==> config.mk <==
export PLATFORM = sky130hd
export DESIGN_NAME = seq_detect_param
export DESIGN_NICKNAME = d
export VERILOG_FILES = /design/src/rtl/seq_detect_param.sv
export SDC_FILE = /design/constraint.sdc
export NUM_CORES = 1
export LEC_CHECK = 0
export ABC_CLOCK_PERIOD_IN_PS = 1800
export CORE_AREA = 8 8 45 47
export CTS_BUF_LIST = sky130_fd_sc_hd__clkbuf_8
export CTS_CLUSTER_DIAMETER = 40
export DETAILED_ROUTE_END_ITERATION = 10
export DIE_AREA = 0 0 53 55
export PLACE_DENSITY = 0.72
export SYNTH_ARGS = -nofsm -noshare
export SYNTH_HDL_FRONTEND = slang
export SYNTH_SLANG_ARGS = --single-unit
==> constraint.sdc <==
create_clock -name clk -period 1.8 [get_ports clk]
set_input_delay 0.45 -clock clk [delete_from_list [all_inputs] [get_ports clk]]
set_output_delay 0.45 -clock clk [all_outputs]
set_load 0.005 [all_outputs]
==> src/rtl/seq_detect_param.sv <==
// Serial pattern detector with selectable overlap, a sync clear and a Moore detect pulse.
// The saturating det_cnt counter exists only when SEQ_DETECT_CNT_EN is defined; otherwise det_cnt is tied to 0.
module seq_detect_param #(
    parameter int              PAT_W   = 4,
    parameter logic [PAT_W-1:0] PATTERN = 4'b1101,
    parameter int              CNT_W   = 8
) (
    input  logic             clk,
    input  logic             rst,
    input  logic             in,
    input  logic             in_valid,
    input  logic             overlap_en,
    input  logic             clr,
    output logic             out,
    output logic [CNT_W-1:0] det_cnt
);

    localparam int             FW   = $clog2(PAT_W + 1);
    localparam logic [FW-1:0]  FULL = FW'(PAT_W);

    generate
        if (PAT_W < 2 || PAT_W > 16) begin : g_bad_pat_w
            $fatal(1, "seq_detect_param: PAT_W=%0d outside 2..16", PAT_W);
        end
        if (CNT_W < 1) begin : g_bad_cnt_w
            $fatal(1, "seq_detect_param: CNT_W=%0d must be at least 1", CNT_W);
        end
    endgenerate

    logic [PAT_W-1:0] hist_q, hist_d, shifted;
    logic [FW-1:0]    fill_q, fill_d, fill_inc;
    logic             out_q;
    logic             match;

    always_comb begin
        hist_d   = hist_q;
        fill_d   = fill_q;
        match    = 1'b0;
        shifted  = {hist_q[PAT_W-2:0], in};
        fill_inc = (fill_q == FULL) ? FULL : fill_q + 1'b1;
        // clr outranks a bit arriving on the same edge; that bit is dropped
        if (clr) begin
            hist_d = '0;
            fill_d = '0;
        end else if (in_valid) begin
            hist_d = shifted;
            fill_d = fill_inc;
            if (fill_inc == FULL && shifted == PATTERN) begin
                match = 1'b1;
                if (!overlap_en)
                    fill_d = '0;
            end
        end
    end

    always_ff @(posedge clk or negedge rst) begin
        if (!rst) begin
            hist_q <= '0;
            fill_q <= '0;
            out_q  <= 1'b0;
        end else begin
            hist_q <= hist_d;
            fill_q <= fill_d;
            out_q  <= match;
        end
    end

    assign out = out_q;

`ifdef SEQ_DETECT_CNT_EN
    logic [CNT_W-1:0] cnt_q;

    always_ff @(posedge clk or negedge rst) begin
        if (!rst)
            cnt_q <= '0;
        else if (clr)
            cnt_q <= '0;
        else if (match && cnt_q != {CNT_W{1'b1}})
            cnt_q <= cnt_q + 1'b1;
    end

    assign det_cnt = cnt_q;
`else
    assign det_cnt = '0;
`endif

endmodule

==> key figures <==
Status
  • Outcome: completed

STA
  • Setup violators final: 0
  • Final hold viol count: 0
  • Max Clock Skew: around 0.00063 ns
  • Fmax: 0.6482 GHz
  • TNS Setup: 0 ns
  • Min Tclk post-route: approximately 1.5 ns
  • Max-slew violations: 0
  • Unrepaired setup endpoints after global routing: false
  • Final critical-path share of the clock period: a little under nine tenths

Setup path
  • Startpoint Class: flop
  • Data arrival, critical path: approximately 1.6 ns
  • Req. time, crit path: roughly 1.9 ns
  • Critical setup path kind: reg2reg
  • CP Cell Sequence: inv_1, ha_1, or3b_1, nor4_1, o21ai_0
  • Worst path max stage delay: between 0.3 and 0.4 ns
  • CP max-delay cell: or3b_1
  • Worst-path fanout max: 4
  • Top Family by Delay on Critical Path: simple AND/OR/NAND/NOR gates
  • Worst setup EP type: flop
  • Buf/Inv on CP: 1

CTS
  • Post-cts resize count: 0
  • Post-CTS setup buffer count: 0
  • CTS Hold Bufs: 0
  • CTS tree: built
  • Worst skew pair latency: 0.22 ns
  • Clk root buf: clkbuf_8
  • CTS Buffer Depth: 2
  • H-tree Lvls: 1
  • Worst-path clk slew: around 0.040 ns
  • Clk sinks: 7
  • CTS Buf Count: 3

Global routing
  • Vias in the first global route: about 320
  • GR Util All Layers: under 10%
  • Antenna violations before repair: 0
  • First-pass GRT wire length: around 1.2 mm
  • Largest net degree at the start of global routing: 9
  • Overflow after GRT: 0

Run
  • Max_cap viols: 0

Drt
  • Vias: 300
  • Residual DRC: 0
  • Routed wire length per instance: about 11 um
  • Drt pass-1 iters: 4
  • First DRT Iteration DRCs: 5
  • Wirelength, routed: around 740 um
  • Post-route ant nets: 0
  • Vias/cell: around 4.3

Power
  • P_leak: roughly 0.26 nW
  • Max VDD drop: 0.5042 mV
  • PwrDens: roughly 830 nW/um2

Cells and area
  • Layout fillers: about 150
  • Area Growth Syn to Fin: 22.32%
  • Share of layout cells above drive strength 1: under 10%
  • Nets: 63
  • Ant. Diodes: 0
  • Final Cell Area: ~500 um2

Placed design
  • Port Buffer Count: 6
  • Placer Congestion: 0.8008
  • Post-DP HPWL: between 600 and 700 um
  • Dpl cell area: 469.2 um2

Yosys
  • Post-Synth XOR/XNOR Area: 0%
  • Synthesized flop and latch total: 7
  • Register area share after synthesis: around two fifths
  • Post-Syn Area per Cell: slightly above 9 um2
  • Synth Area in Adders: 5.952%
  • Synth area leader: dfrtp_1
  • Post-synth cell types: 19
  • Compound-Gate Fraction of Synth Area: 5.655%
  • Share of the synthesized area in the top cell type: 41.67%
  • Syn Std Cell Area: 420.4 um2
  • Yosys warnings: 0
  • Simple-Gate Fraction of Synth Area: a little under a fifth
  • Synth top area cells: dfrtp_1 42%, buf_4 14%, mux2i_1 9.5%, ha_1 6.0%, nor2_1 4.5%
  • Syn Inst Count: 45
  • Post-synthesis mux area share: under 10%
  • Main combinational cell family by area after synthesis: simple AND/OR/NAND/NOR gates

Min path
  • HP Class: in2async

Die
  • Initial Utilization: between 30% and 40%
  • Die ar.: a little under 3000 um2
  • IO Pins: 15
  • Die W: between 50 and 60 um
  • Die height: between 50 and 60 um
  • Rows: 14
  • Core box area: roughly 1400 um2
[worst reg2reg max path, cell delays in order, from the launching register on]
cell and delay (ns):
dfrtp_1 0.38, inv_1 0.07, ha_1 0.31, or3b_1 0.39, nor4_1 0.16, o21ai_0 0.10
[power by group]
| part | internal, mW | switching (mW) |
|---|---|---|
| clock | 0.147 | 0.0628 |
| combinational | 0.0241 | 0.0255 |
| sequential | 0.164 | 0.00491 |
| total | 0.335 | 0.0933 |
[final timing paths]
kind | to | slack, ns | cells past startpoint | start
worst min-delay path | hist_q[0]$_DFFE_PN0P_ | 0.49 | 1 | rst
worst max-delay path | fill_q[2]$_DFFE_PN0P_ | 0.26 | 5 | fill_q[0]$_DFFE_PN0P_
worst max register to register | fill_q[2]$_DFFE_PN0P_ | 0.26 | 5 | fill_q[0]$_DFFE_PN0P_
max in group asynchronous | out$_DFF_PN0_ | 1.08 | 1 | rst
min in group clk | hist_q[2]$_DFFE_PN0P_ | 0.52 | 2 | hist_q[2]$_DFFE_PN0P_
worst min register to register | hist_q[2]$_DFFE_PN0P_ | 0.52 | 2 | hist_q[2]$_DFFE_PN0P_
[Yosys cell counts]
master and n:
buf_4 8, ha_1 2, a21oi_1 2, inv_1 3, nand3_1 1, conb_1 1
buf_2 1, nor3_1 1, and2b_1 1, o21ai_0 1, o2111ai_1 1, dfrtp_1 7
nor2_1 5, nor4_1 1, nand3b_1 1, mux2i_1 4, nand2b_1 1, or3b_1 1
nand2_1 3
[cells by family (layout without fill, tap and decap cells)]
logic type / Yosys count / count (layout)
compound gates: 4 / 4
fa+ha+maj: 2 / 2
buf+inv: 12 / 14
flops: 7 / 7
mux: 4 / 4
other cells: 1 / 8
simple gates: 15 / 15
[routing by layer]
metal  track usage, %  wire [um]  vias to the layer above
met1            6.163        314                      136
met5                0          0                        -
met2            8.398        319                       12
li1                 -          -                      148
met3            1.604         56                        4
met4            10.34         47                        0
[sequential cells by signal, indices dropped and copies added, names as in the netlist]
| name | cells |
|---|---|
| fill_q | 3 |
| hist_q | 3 |
| out | 1 |
[cells in the final DEF (no fill, tap or decap)]
| cell | Yosys | final |
|---|---|---|
| a21oi_1 | 2 | 2 |
| and2b_1 | 1 | 1 |
| buf_4 | 8 | 1 |
| clkbuf_8 | 0 | 3 |
| clkdlybuf4s50_1 | 0 | 6 |
| conb_1 | 1 | 8 |
| dfrtp_1 | 7 | 7 |
| ha_1 | 2 | 2 |
| inv_1 | 3 | 4 |
| mux2i_1 | 4 | 4 |
| nand2_1 | 3 | 3 |
| nand2b_1 | 1 | 1 |
| nand3_1 | 1 | 1 |
| nand3b_1 | 1 | 1 |
| nor2_1 | 5 | 5 |
| nor3_1 | 1 | 1 |
| nor4_1 | 1 | 1 |
| o2111ai_1 | 1 | 1 |
| o21ai_0 | 1 | 1 |
| or3b_1 | 1 | 1 |
[area by class of cell]
type / instances / area (um2) / share of cell area, %
multi-input cells: 33 / 195.2 / 37.96
flip-flops and latches: 7 / 175.2 / 34.06
repair buffers: 7 / 67.56 / 13.14
clock buffers: 3 / 41.29 / 8.029
well taps: 16 / 20.02 / 3.893
inverters: 3 / 11.26 / 2.190
clock inverters: 1 / 3.754 / 0.7299
[through the flow]
step | total power [mW] | instances | setup WS, ns | hold WS, ns | utilization (%)
3_3_place_gp | 0.2190 | 66 | 0.1218 | 0.5134 | 33.91
4_1_cts | 0.4363 | 70 | 0.2435 | 0.4902 | 37.16
5_1_grt | 0.4516 | 70 | 0.1301 | 0.5142 | 37.16
3_5_place_dp | 0.2213 | 66 | 0.1181 | 0.5225 | 33.91
6_report | 0.4284 | 70 | 0.2573 | 0.4877 | 37.16
2_1_floorplan | 0.2107 | 52 | 0.3517 | 0.1544 | -
Power figures use the tool's default switching activity.
